### config.mk
export PLATFORM = sky130hd
export DESIGN_NAME = jtag_host
export DESIGN_NICKNAME = d
export VERILOG_FILES = /design/src/rtl/jtag_host.sv
export SDC_FILE = /design/constraint.sdc
export NUM_CORES = 1
export LEC_CHECK = 0
export ABC_AREA = 1
export ABC_CLOCK_PERIOD_IN_PS = 10110
export CELL_PAD_IN_SITES_DETAIL_PLACEMENT = 0
export CELL_PAD_IN_SITES_GLOBAL_PLACEMENT = 1
export CORE_ASPECT_RATIO = 1.75
export CORE_UTILIZATION = 44
export CTS_CLUSTER_SIZE = 30
export DETAILED_ROUTE_END_ITERATION = 10
export PLACE_DENSITY = 0.95
export SKIP_CTS_REPAIR_TIMING = 1
export SLEW_MARGIN = 40
export SYNTH_ARGS = -nofsm -noshare
export SYNTH_HDL_FRONTEND = slang
export SYNTH_SLANG_ARGS = --single-unit
### constraint.sdc
create_clock -name clk -period 10.11 [get_ports clk]
set_clock_uncertainty 0.15 [all_clocks]
set_input_delay 2.022 -clock clk [delete_from_list [all_inputs] [get_ports clk]]
set_output_delay 2.022 -clock clk [all_outputs]
set_load 0.01 [all_outputs]
### src/rtl/jtag_host.sv
// JTAG probe-side initiator: turns TAP_RESET / SHIFT_IR / SHIFT_DR / IDLE commands into tck/tms/tdi ticks.
// Optional macro JTAG_HOST_TRST_EN: TAP_RESET first pulses jtag_trst_n low for 2 ticks.
module jtag_host #(
    parameter int CLK_DIV = 2,
    parameter int MAX_LEN = 32
) (
    input  logic               clk,
    input  logic               reset,
    input  logic               cmd_valid,
    output logic               cmd_ready,
    input  logic [1:0]         cmd_op,
    input  logic [5:0]         cmd_len,
    input  logic [MAX_LEN-1:0] cmd_data,
    output logic               rsp_valid,
    output logic               rsp_err,
    output logic [MAX_LEN-1:0] rsp_data,
    output logic               busy,
    output logic               jtag_tck,
    output logic               jtag_tms,
    output logic               jtag_tdi,
    input  logic               jtag_tdo,
    output logic               jtag_trst_n
);

    localparam int IDX_W = (MAX_LEN > 1) ? $clog2(MAX_LEN) : 1;
    localparam int DIV_W = (CLK_DIV > 1) ? $clog2(CLK_DIV) : 1;
    localparam int CNT_W = 7;
`ifdef JTAG_HOST_TRST_EN
    localparam int TRST_TICKS = 2;
`else
    localparam int TRST_TICKS = 0;
`endif

    localparam logic [1:0] OP_RESET = 2'b00;
    localparam logic [1:0] OP_IR    = 2'b01;
    localparam logic [1:0] OP_DR    = 2'b10;
    localparam logic [1:0] OP_IDLE  = 2'b11;

    typedef enum logic [1:0] {ST_READY, ST_RUN, ST_DONE} state_t;

    typedef struct packed {
        logic             trst_n;
        logic             tms;
        logic             data;
        logic [IDX_W-1:0] idx;
    } tick_t;

    function automatic int total_ticks(input logic [1:0] op, input logic [5:0] len);
        case (op)
            OP_RESET: return TRST_TICKS + 6;
            OP_IR:    return int'(len) + 6;
            OP_DR:    return int'(len) + 5;
            default:  return int'(len);
        endcase
    endfunction

    // Pin values for tick k of a command: prefix walks RTI to Shift, data ticks, then Exit1/Update/RTI.
    function automatic tick_t tick_info(input logic [1:0] op, input logic [5:0] len, input int k);
        tick_t t;
        int    li;
        int    pre;
        int    bi;
        t.trst_n = 1'b1;
        t.tms    = 1'b0;
        t.data   = 1'b0;
        t.idx    = '0;
        li       = int'(len);
        pre      = (op == OP_IR) ? 4 : 3;
        bi       = k - pre;
        case (op)
            OP_RESET: begin
                t.trst_n = !(k < TRST_TICKS);
                t.tms    = (k < TRST_TICKS + 5);
            end
            OP_IDLE: begin
                t.tms = 1'b0;
            end
            default: begin
                if (k < pre) begin
                    t.tms = (op == OP_IR) ? (k < 2) : (k == 0);
                end else if (k < pre + li) begin
                    t.data = 1'b1;
                    t.idx  = IDX_W'(bi);
                    t.tms  = (bi == li - 1);
                end else begin
                    t.tms = (k == pre + li);
                end
            end
        endcase
        return t;
    endfunction

    state_t             state_q, state_d;
    logic               cmd_ready_q, cmd_ready_d;
    logic               rsp_valid_q, rsp_valid_d;
    logic               rsp_err_q, rsp_err_d;
    logic [MAX_LEN-1:0] rsp_data_q, rsp_data_d;
    logic               busy_q, busy_d;
    logic               tck_q, tck_d;
    logic               tms_q, tms_d;
    logic               tdi_q, tdi_d;
    logic               trst_n_q, trst_n_d;
    logic               synced_q, synced_d;
    logic [DIV_W-1:0]   div_q, div_d;
    logic [CNT_W-1:0]   tick_q, tick_d;
    logic [1:0]         op_q, op_d;
    logic [5:0]         len_q, len_d;
    logic [MAX_LEN-1:0] data_q, data_d;

    tick_t cur, nxt, first;
    logic  last_tick;
    logic  reject;

    always_comb begin
        state_d     = state_q;
        rsp_valid_d = 1'b0;
        rsp_err_d   = rsp_err_q;
        rsp_data_d  = rsp_data_q;
        tck_d       = tck_q;
        tms_d       = tms_q;
        tdi_d       = tdi_q;
        trst_n_d    = (state_q == ST_READY) ? 1'b1 : trst_n_q;
        synced_d    = synced_q;
        div_d       = div_q;
        tick_d      = tick_q;
        op_d        = op_q;
        len_d       = len_q;
        data_d      = data_q;

        cur       = tick_info(op_q, len_q, int'(tick_q));
        nxt       = tick_info(op_q, len_q, int'(tick_q) + 1);
        first     = tick_info(cmd_op, cmd_len, 0);
        last_tick = (int'(tick_q) == total_ticks(op_q, len_q) - 1);
        reject    = ((cmd_op == OP_IR) || (cmd_op == OP_DR)) &&
                    ((cmd_len == 6'd0) || (int'(cmd_len) > MAX_LEN) || !synced_q);

        case (state_q)
            ST_READY: begin
                if (cmd_valid && cmd_ready_q) begin
                    op_d       = cmd_op;
                    len_d      = cmd_len;
                    data_d     = cmd_data;
                    rsp_data_d = '0;
                    rsp_err_d  = 1'b0;
                    div_d      = '0;
                    tick_d     = '0;
                    if (reject) begin
                        rsp_valid_d = 1'b1;
                        rsp_err_d   = 1'b1;
                    end else if (total_ticks(cmd_op, cmd_len) == 0) begin
                        rsp_valid_d = 1'b1;
                    end else begin
                        state_d  = ST_RUN;
                        tck_d    = 1'b0;
                        tms_d    = first.tms;
                        tdi_d    = first.data ? cmd_data[first.idx] : 1'b0;
                        trst_n_d = first.trst_n;
                    end
                end
            end
            default: begin
                if (div_q == DIV_W'(CLK_DIV - 1)) begin
                    div_d = '0;
                    if (!tck_q) begin
                        // Rising edge of tck: TDO has been stable since the previous falling edge.
                        tck_d = 1'b1;
                        if (cur.data) begin
                            rsp_data_d[cur.idx] = jtag_tdo;
                        end
                        if (last_tick) begin
                            state_d = ST_DONE;
                        end
                    end else begin
                        tck_d = 1'b0;
                        if (last_tick) begin
                            state_d     = ST_READY;
                            rsp_valid_d = 1'b1;
                            tdi_d       = 1'b0;
                            if (op_q == OP_RESET) begin
                                synced_d = 1'b1;
                            end
                        end else begin
                            tick_d   = tick_q + 1'b1;
                            tms_d    = nxt.tms;
                            tdi_d    = nxt.data ? data_q[nxt.idx] : 1'b0;
                            trst_n_d = nxt.trst_n;
                        end
                    end
                end else begin
                    div_d = div_q + 1'b1;
                end
            end
        endcase

        cmd_ready_d = (state_d == ST_READY);
        busy_d      = (state_d != ST_READY);
    end

    always_ff @(posedge clk) begin
        op_q   <= op_d;
        len_q  <= len_d;
        data_q <= data_d;
        if (reset) begin
            state_q     <= ST_READY;
            cmd_ready_q <= 1'b0;
            rsp_valid_q <= 1'b0;
            rsp_err_q   <= 1'b0;
            rsp_data_q  <= '0;
            busy_q      <= 1'b0;
            tck_q       <= 1'b0;
            tms_q       <= 1'b1;
            tdi_q       <= 1'b0;
            trst_n_q    <= 1'b0;
            synced_q    <= 1'b0;
            div_q       <= '0;
            tick_q      <= '0;
        end else begin
            state_q     <= state_d;
            cmd_ready_q <= cmd_ready_d;
            rsp_valid_q <= rsp_valid_d;
            rsp_err_q   <= rsp_err_d;
            rsp_data_q  <= rsp_data_d;
            busy_q      <= busy_d;
            tck_q       <= tck_d;
            tms_q       <= tms_d;
            tdi_q       <= tdi_d;
            trst_n_q    <= trst_n_d;
            synced_q    <= synced_d;
            div_q       <= div_d;
            tick_q      <= tick_d;
        end
    end

    assign cmd_ready   = cmd_ready_q;
    assign rsp_valid   = rsp_valid_q;
    assign rsp_err     = rsp_err_q;
    assign rsp_data    = rsp_data_q;
    assign busy        = busy_q;
    assign jtag_tck    = tck_q;
    assign jtag_tms    = tms_q;
    assign jtag_tdi    = tdi_q;
    assign jtag_trst_n = trst_n_q;

endmodule

Yosys cells after proc, flatten, opt, wreduce, memory -nomap -nowiden
Index checks and enable logic that the tools add are counted.
{"block": "op_classes", "add_sub_neg": 15, "n_bitwise": 1, "n_mux": 90, "reduce_logical": 29, "n_lt_le_gt_ge": 14, "eq_ne": 15}
{"cell": "2-to-1 mux 32 bit", "n": 8}
{"cell": "logical NOT 32 bit", "n": 3}
{"cell": "2-to-1 mux 6 bit", "n": 9}
{"cell": "2-to-1 mux 1 bit", "n": 50}
{"cell": "case mux 7 bit (3 select lines)", "n": 2}
{"cell": "2-to-1 mux 7 bit", "n": 5}
{"cell": "bitwise mux 32 bit", "n": 1}
{"cell": "== test 8 x 32 -> 1 bit", "n": 1}
{"cell": "< comparator 1 x 32 -> 1 bit (first input constant)", "n": 1}
{"cell": "< comparator 9 x 32 -> 1 bit", "n": 1}
{"cell": "subtractor 32 x 2 -> 32 bit (second input constant)", "n": 1}
{"cell": "adder 6 x 3 -> 7 bit (second input constant)", "n": 4}
{"cell": "< comparator 5 x 6 -> 1 bit (second input constant)", "n": 3}
{"cell": "2-to-1 mux 2 bit", "n": 8}
{"cell": "adder 3 x 6 -> 7 bit", "n": 2}
{"cell": "subtractor 6 x 1 -> 7 bit (second input constant)", "n": 2}
{"cell": "AND reduction 4 bit", "n": 3}
{"cell": "binary-select mux 1 bit (select 5 bit)", "n": 2}
{"cell": "AND reduction 5 bit", "n": 2}
{"cell": "== test 9 x 7 -> 1 bit", "n": 1}
{"cell": "subtractor 8 x 3 -> 9 bit", "n": 1}
{"cell": "adder 7 x 1 -> 8 bit (second input constant)", "n": 1}
{"cell": "== test 2 bit (second input constant)", "n": 4}
{"cell": "== test 8 x 7 -> 1 bit", "n": 1}
{"cell": "30 further kinds", "n": 48}
{"block": "word_totals", "output_inout_bits": 40, "reg_bits": 91}

Logic depth before layout (Yosys ltp)
{"block": "depth", "depth_word": 16, "depth_mapped": 26}

Least setup slack after synthesis
OpenSTA, ideal clock, no wires.
{"block": "synth_path", "path_type": "input to register", "startpoint": "input port cmd_valid", "endpoint": "register rsp_data_q[29] (netlist: rsp_data[29])", "arrival_time_ns": 4.978, "cell_stages": 9, "required_time_ns": 9.890, "setup_time_ns": 0.070, "setup_slack_ns": 4.913, "path_cell_list": "nand2_1 nor2_1 inv_1 nand2_1 inv_1 a211oi_4 buf_6 nand3_1 a21oi_1"}
{"block": "synth_via", "elab_chain_cells": 3}
{"element": "start: declaration", "line_no": "9", "source": "input logic cmd_valid,"}
{"element": "logical AND 1 bit", "line_no": "139", "source": "if (cmd_valid && cmd_ready_q) begin"}
{"element": "!= test 2 x 1 -> 1 bit (no line)"}
{"element": "AND reduction 4 bit (no line)"}
{"element": "end signal: assignment", "line_no": "222", "source": "rsp_data_q <= rsp_data_d;"}
{"element": "end: declaration", "line_no": "97", "source": "logic [MAX_LEN-1:0] rsp_data_q, rsp_data_d;"}
Every way passes these cells.
A chain may end at the register's enable or synchronous reset.

Worst setup path in the final report
{"block": "layout_path", "startpoint": "register op_q[1]", "endpoint": "register rsp_data_q[29] (netlist: rsp_data[29])"}
{"block": "layout_via", "elab_chain_cells": 16}
{"element": "start: declaration", "line_no": "106", "source": "logic [1:0] op_q, op_d;"}
{"element": "start signal: assignment", "line_no": "200", "source": "op_q <= op_d;"}
{"element": "== test 2 x 1 -> 1 bit", "line_no": "68", "source": "pre = (op == OP_IR) ? 4 : 3;"}
{"element": "2-to-1 mux 3 bit", "line_no": "68"}
{"element": "adder 3 x 6 -> 7 bit", "line_no": "81", "source": "end else if (k < pre + li) begin"}
{"element": "< comparator 7 bit", "line_no": "81"}
{"element": "2-to-1 mux 6 bit", "line_no": "81"}
{"element": "2-to-1 mux 6 bit", "line_no": "79", "source": "if (k < pre) begin"}
{"element": "2-to-1 mux 6 bit *", "line_no": "70", "source": "case (op)"}
{"element": "< comparator 5 x 6 -> 1 bit (implied by the code) / greater-or-equal comparator 5 x 1 -> 1 bit (equally long branches)", "line_no": "168", "source": "rsp_data_d[cur.idx] = jtag_tdo;"}
{"element": "logical AND 1 bit (implied by the code)", "line_no": "168"}
{"element": "2-to-1 mux 1 bit (implied by the code)", "line_no": "168"}
{"element": "demux 1 bit (select 5 bit)", "line_no": "168"}
{"element": "bitwise mux 32 bit", "line_no": "168"}
{"element": "2-to-1 mux 32 bit", "line_no": "167", "source": "if (cur.data) begin"}
{"element": "2-to-1 mux 32 bit", "line_no": "164", "source": "if (!tck_q) begin"}
{"element": "2-to-1 mux 32 bit", "line_no": "162", "source": "if (div_q == DIV_W'(CLK_DIV - 1)) begin"}
{"element": "2-to-1 mux 32 bit", "line_no": "137", "source": "case (state_q)"}
Mark *: on every way between the ends. The rest lies on a longest branch, timed or not. The select of a mux whose other input is x is not followed.

==> qor.yml <==
outcome:
  status: "completed"
route:
  drc: 0
  wl_per_cell_um: 15.1
  final_antenna_net_count: 0
  num_vias: 5896
  dr.pass1.iters: 4
  drt_wl_total_mm: 17.0
  drt-vias-per-instance: 5.22
  first_iter_violations: 226
grt:
  grtUsageTotal_pct: 23.0
  grt_max_degree: 46
  grt_pass1_wl_mm: 27.3
  grt_overflow_total: 0
  grt_pass1_vias: 5612
  antenna_found_initial: 0
clock_tree:
  cts_root_buffer: "clkbuf_16"
  numCtsBuffers: 9
  cts_sinks: 91
  insertion_delay_ns: 0.35
  clockBufferDepth: 2
  cts_tree: "built"
  clk_pin_slew_ns: 0.07
  clock_tree.htree_level_count: 3
setup_path:
  cp_slowest_cell: "ha_1"
  crit_required_ns: 10.18
  crit_arrival_ns: 4.84
  reg2reg_depth: 20
  critPathLaunchType: "flip-flop"
  critPathMaxFanout: 12
  cp-end-kind: "flip-flop"
  crit_type: "flip-flop to flip-flop"
  crit_path_frequent_cell: "nand2_1"
  critPathMaxStageDelay_ns: 0.50
  crit_path_cell_trace: "inv_1 > ha_1 > inv_1 > ha_1 > inv_1 > fa_1 > xor2_1 > ha_1 > a21oi_1 > o21ai_0 > a21o_1 > maj3_2 > o211ai_4 > nand4_1 > nor2_1 > nand2_1 > nand2_1 > nand2_1 > nand2_1 > a21oi_1"
logic_synthesis:
  synth_seq_area_share_pct: 34.6
  syn_avg_cell_area_um2: 7.34
  synthArstFlopShare_pct: 0
  syn_area_um2: 6420
  ys.flop_type: "dfxtp_1"
  synth_nets: 965
  yosys.cell_types.count: 52
  synth-edff-count: 40
  ys_ff_latch: 91
  yosys_warnings: 0
  syn_inst: 875
min_path:
  hold_class: "flip-flop to flip-flop"
  holdPathStages: 2
power_and_ir_drop:
  seqPwrFrac_pct: 38.8
  vdd_drop_max_v: 0.000115
  power_frac_comb_pct: 28.7
  switching_share_pct: 36.2
  power_switching_mw: 0.387
  cellLeakagePower_nw: 3.09
  clkPwrFrac_pct: 32.4
  internal_power_mw: 0.682
  power.density_nw_per_um2: 142
floorplan:
  coreArea_um2: 14300
  fp.dieH_um: 162
  rows: 58
  dieArea_um2: 15100
  num_io_pins: 84
  die_w_um: 93.3
  start_util_pct: 44.9
sta:
  worstMarginPinSlew_ns: 0.824
  period_minus_slack_ns: 4.77
  tns_ns: 0
  rsz0062_at_grt: "false"
  whs_ns: 0.309
  fmax_mhz: 210
  period_share_pct: 47.1
  finalMaxSlewViolations: 0
  finalSetupViolations: 0
  max-slew-margin-rel_pct: 45.0
  finalHoldViolCount: 0
layout:
  area_growth_pct: 17.5
  final_common_cell: "nand2_1"
  stdcell_count: 1129
  multi_input_area_um2: 3580
  final_core_util_pct: 52.7
  design_area_um2: 7540
  nFillCells: 1400
  num_antenna_cells: 0
  seq_area_um2: 2220
  final_nets: 1034
  drive_gt1_share_pct: 6.11
  mostFrequentLayoutCells: "236 x nand2_1, 92 x nand3_1, 88 x nor2_1"
place:
  place.gp.congestion: 0.952
  io_buffer_count: 83
  placed_cell_area_um2: 7230
  hpwl_mm: 12.9
  dpl.cell_count: 1113
job:
  cap_violations: 0
## worst max-delay path: cells and delay by family, from the launching register on
family,cells,cell delay (ns)
simple gates,6,1.00
xor+xnor,1,0.22
fa+ha+maj,5,1.59
flops,1,0.43
compound gates,5,0.71
buf+inv,3,0.52
## sequential cells by signal, indices dropped and copies added, names as in the netlist
signal	count
busy	1
jtag_tdi	1
len_q	6
state_q	2
data_q	32
jtag_tms	1
jtag_trst_n	1
rsp_data	32
op_q	2
rsp_err	1
cmd_ready	1
rsp_valid	1
jtag_tck	1
tick_q	7
div_q	1
synced_q	1
## stage by stage
stage	worst slack, ns	total power [mW]
after global routing	4.88	1.13
final	5.34	1.07
after CTS	5.32	1.08
after floorplan	4.91	0.651
after detailed placement	5.34	0.730
after global placement	5.48	0.729
## power groups by stage
| stage | Sequential [mW] | Combinational (mW) | Clock [mW] |
|---|---|---|---|
| after global placement | 0.423 | 0.306 | 0 |
| final | 0.415 | 0.307 | 0.347 |
| after floorplan | 0.417 | 0.234 | 0 |
| after detailed placement | 0.424 | 0.307 | 0 |
| after global routing | 0.417 | 0.344 | 0.366 |
| after CTS | 0.415 | 0.309 | 0.353 |
## cells by family (layout without fill, tap and decap cells)
group	Yosys count	count (layout)	share of synthesized area, %
AOI/OAI and AO/OA	130	130	12.0
xor gates and xnor gates	20	20	2.73
adders and majority gates	47	47	9.49
buffers and inverters	122	196	9.79
DFF	91	91	34.6
and+or+nand+nor	465	465	31.3
## Yosys cell counts, types with 2 or more instances
library cell | count | area, µm²
edfxtp_1 | 40 | 1200
o21ai_2 | 2 | 17.5
nand3_2 | 2 | 20.0
a31oi_1 | 4 | 25.0
o2111ai_1 | 2 | 17.5
clkbuf_8 | 7 | 96.3
o21ai_0 | 46 | 230
dfxtp_1 | 51 | 1020
nand2_1 | 236 | 886
ha_1 | 43 | 538
nor3_1 | 8 | 40.0
clkbuf_1 | 5 | 18.8
nor2_2 | 4 | 25.0
o22ai_1 | 4 | 25.0
a211oi_4 | 2 | 40.0
nand4_1 | 14 | 87.6
buf_2 | 2 | 10.0
xor2_1 | 16 | 140
xnor2_1 | 4 | 35.0
nand2_2 | 8 | 50.1
buf_4 | 4 | 30.0
or2_2 | 2 | 12.5
a21oi_1 | 55 | 275
o211ai_1 | 4 | 30.0
nor2_1 | 89 | 334
fa_1 | 3 | 60.1
a21oi_2 | 2 | 17.5
nand3_1 | 92 | 460
inv_1 | 86 | 323
buf_6 | 10 | 113
inv_2 | 7 | 26.3
## path summary, 6_finish.rpt
check | end | start | slack [ns]
max | rsp_data[29] | op_q[1] | 5.34
min | rsp_data[14] | rsp_data[14] | 0.31
max reg2reg | rsp_data[29] | op_q[1] | 5.34
min reg2reg | rsp_data[14] | rsp_data[14] | 0.31
## metal layers
metal / track usage, % / vias to the layer above / routed length [µm]
met1: 23.4 / 2693 / 6570
met3: 3.28 / 39 / 621
met4: 9.02 / 0 / 573
li1: - / 3024 / -
met5: 0 / - / 0
met2: 45.3 / 140 / 9270
## final cells by class
cell class,count,area share [%]
timing repair buffer,87,11.4
clock buffer,9,2.99
tap,180,2.99
inverter,93,4.63
clock inverter,7,1.08
sequential,91,29.5
multi-input combinational,662,47.4
Power figures use the tool's default switching activity.
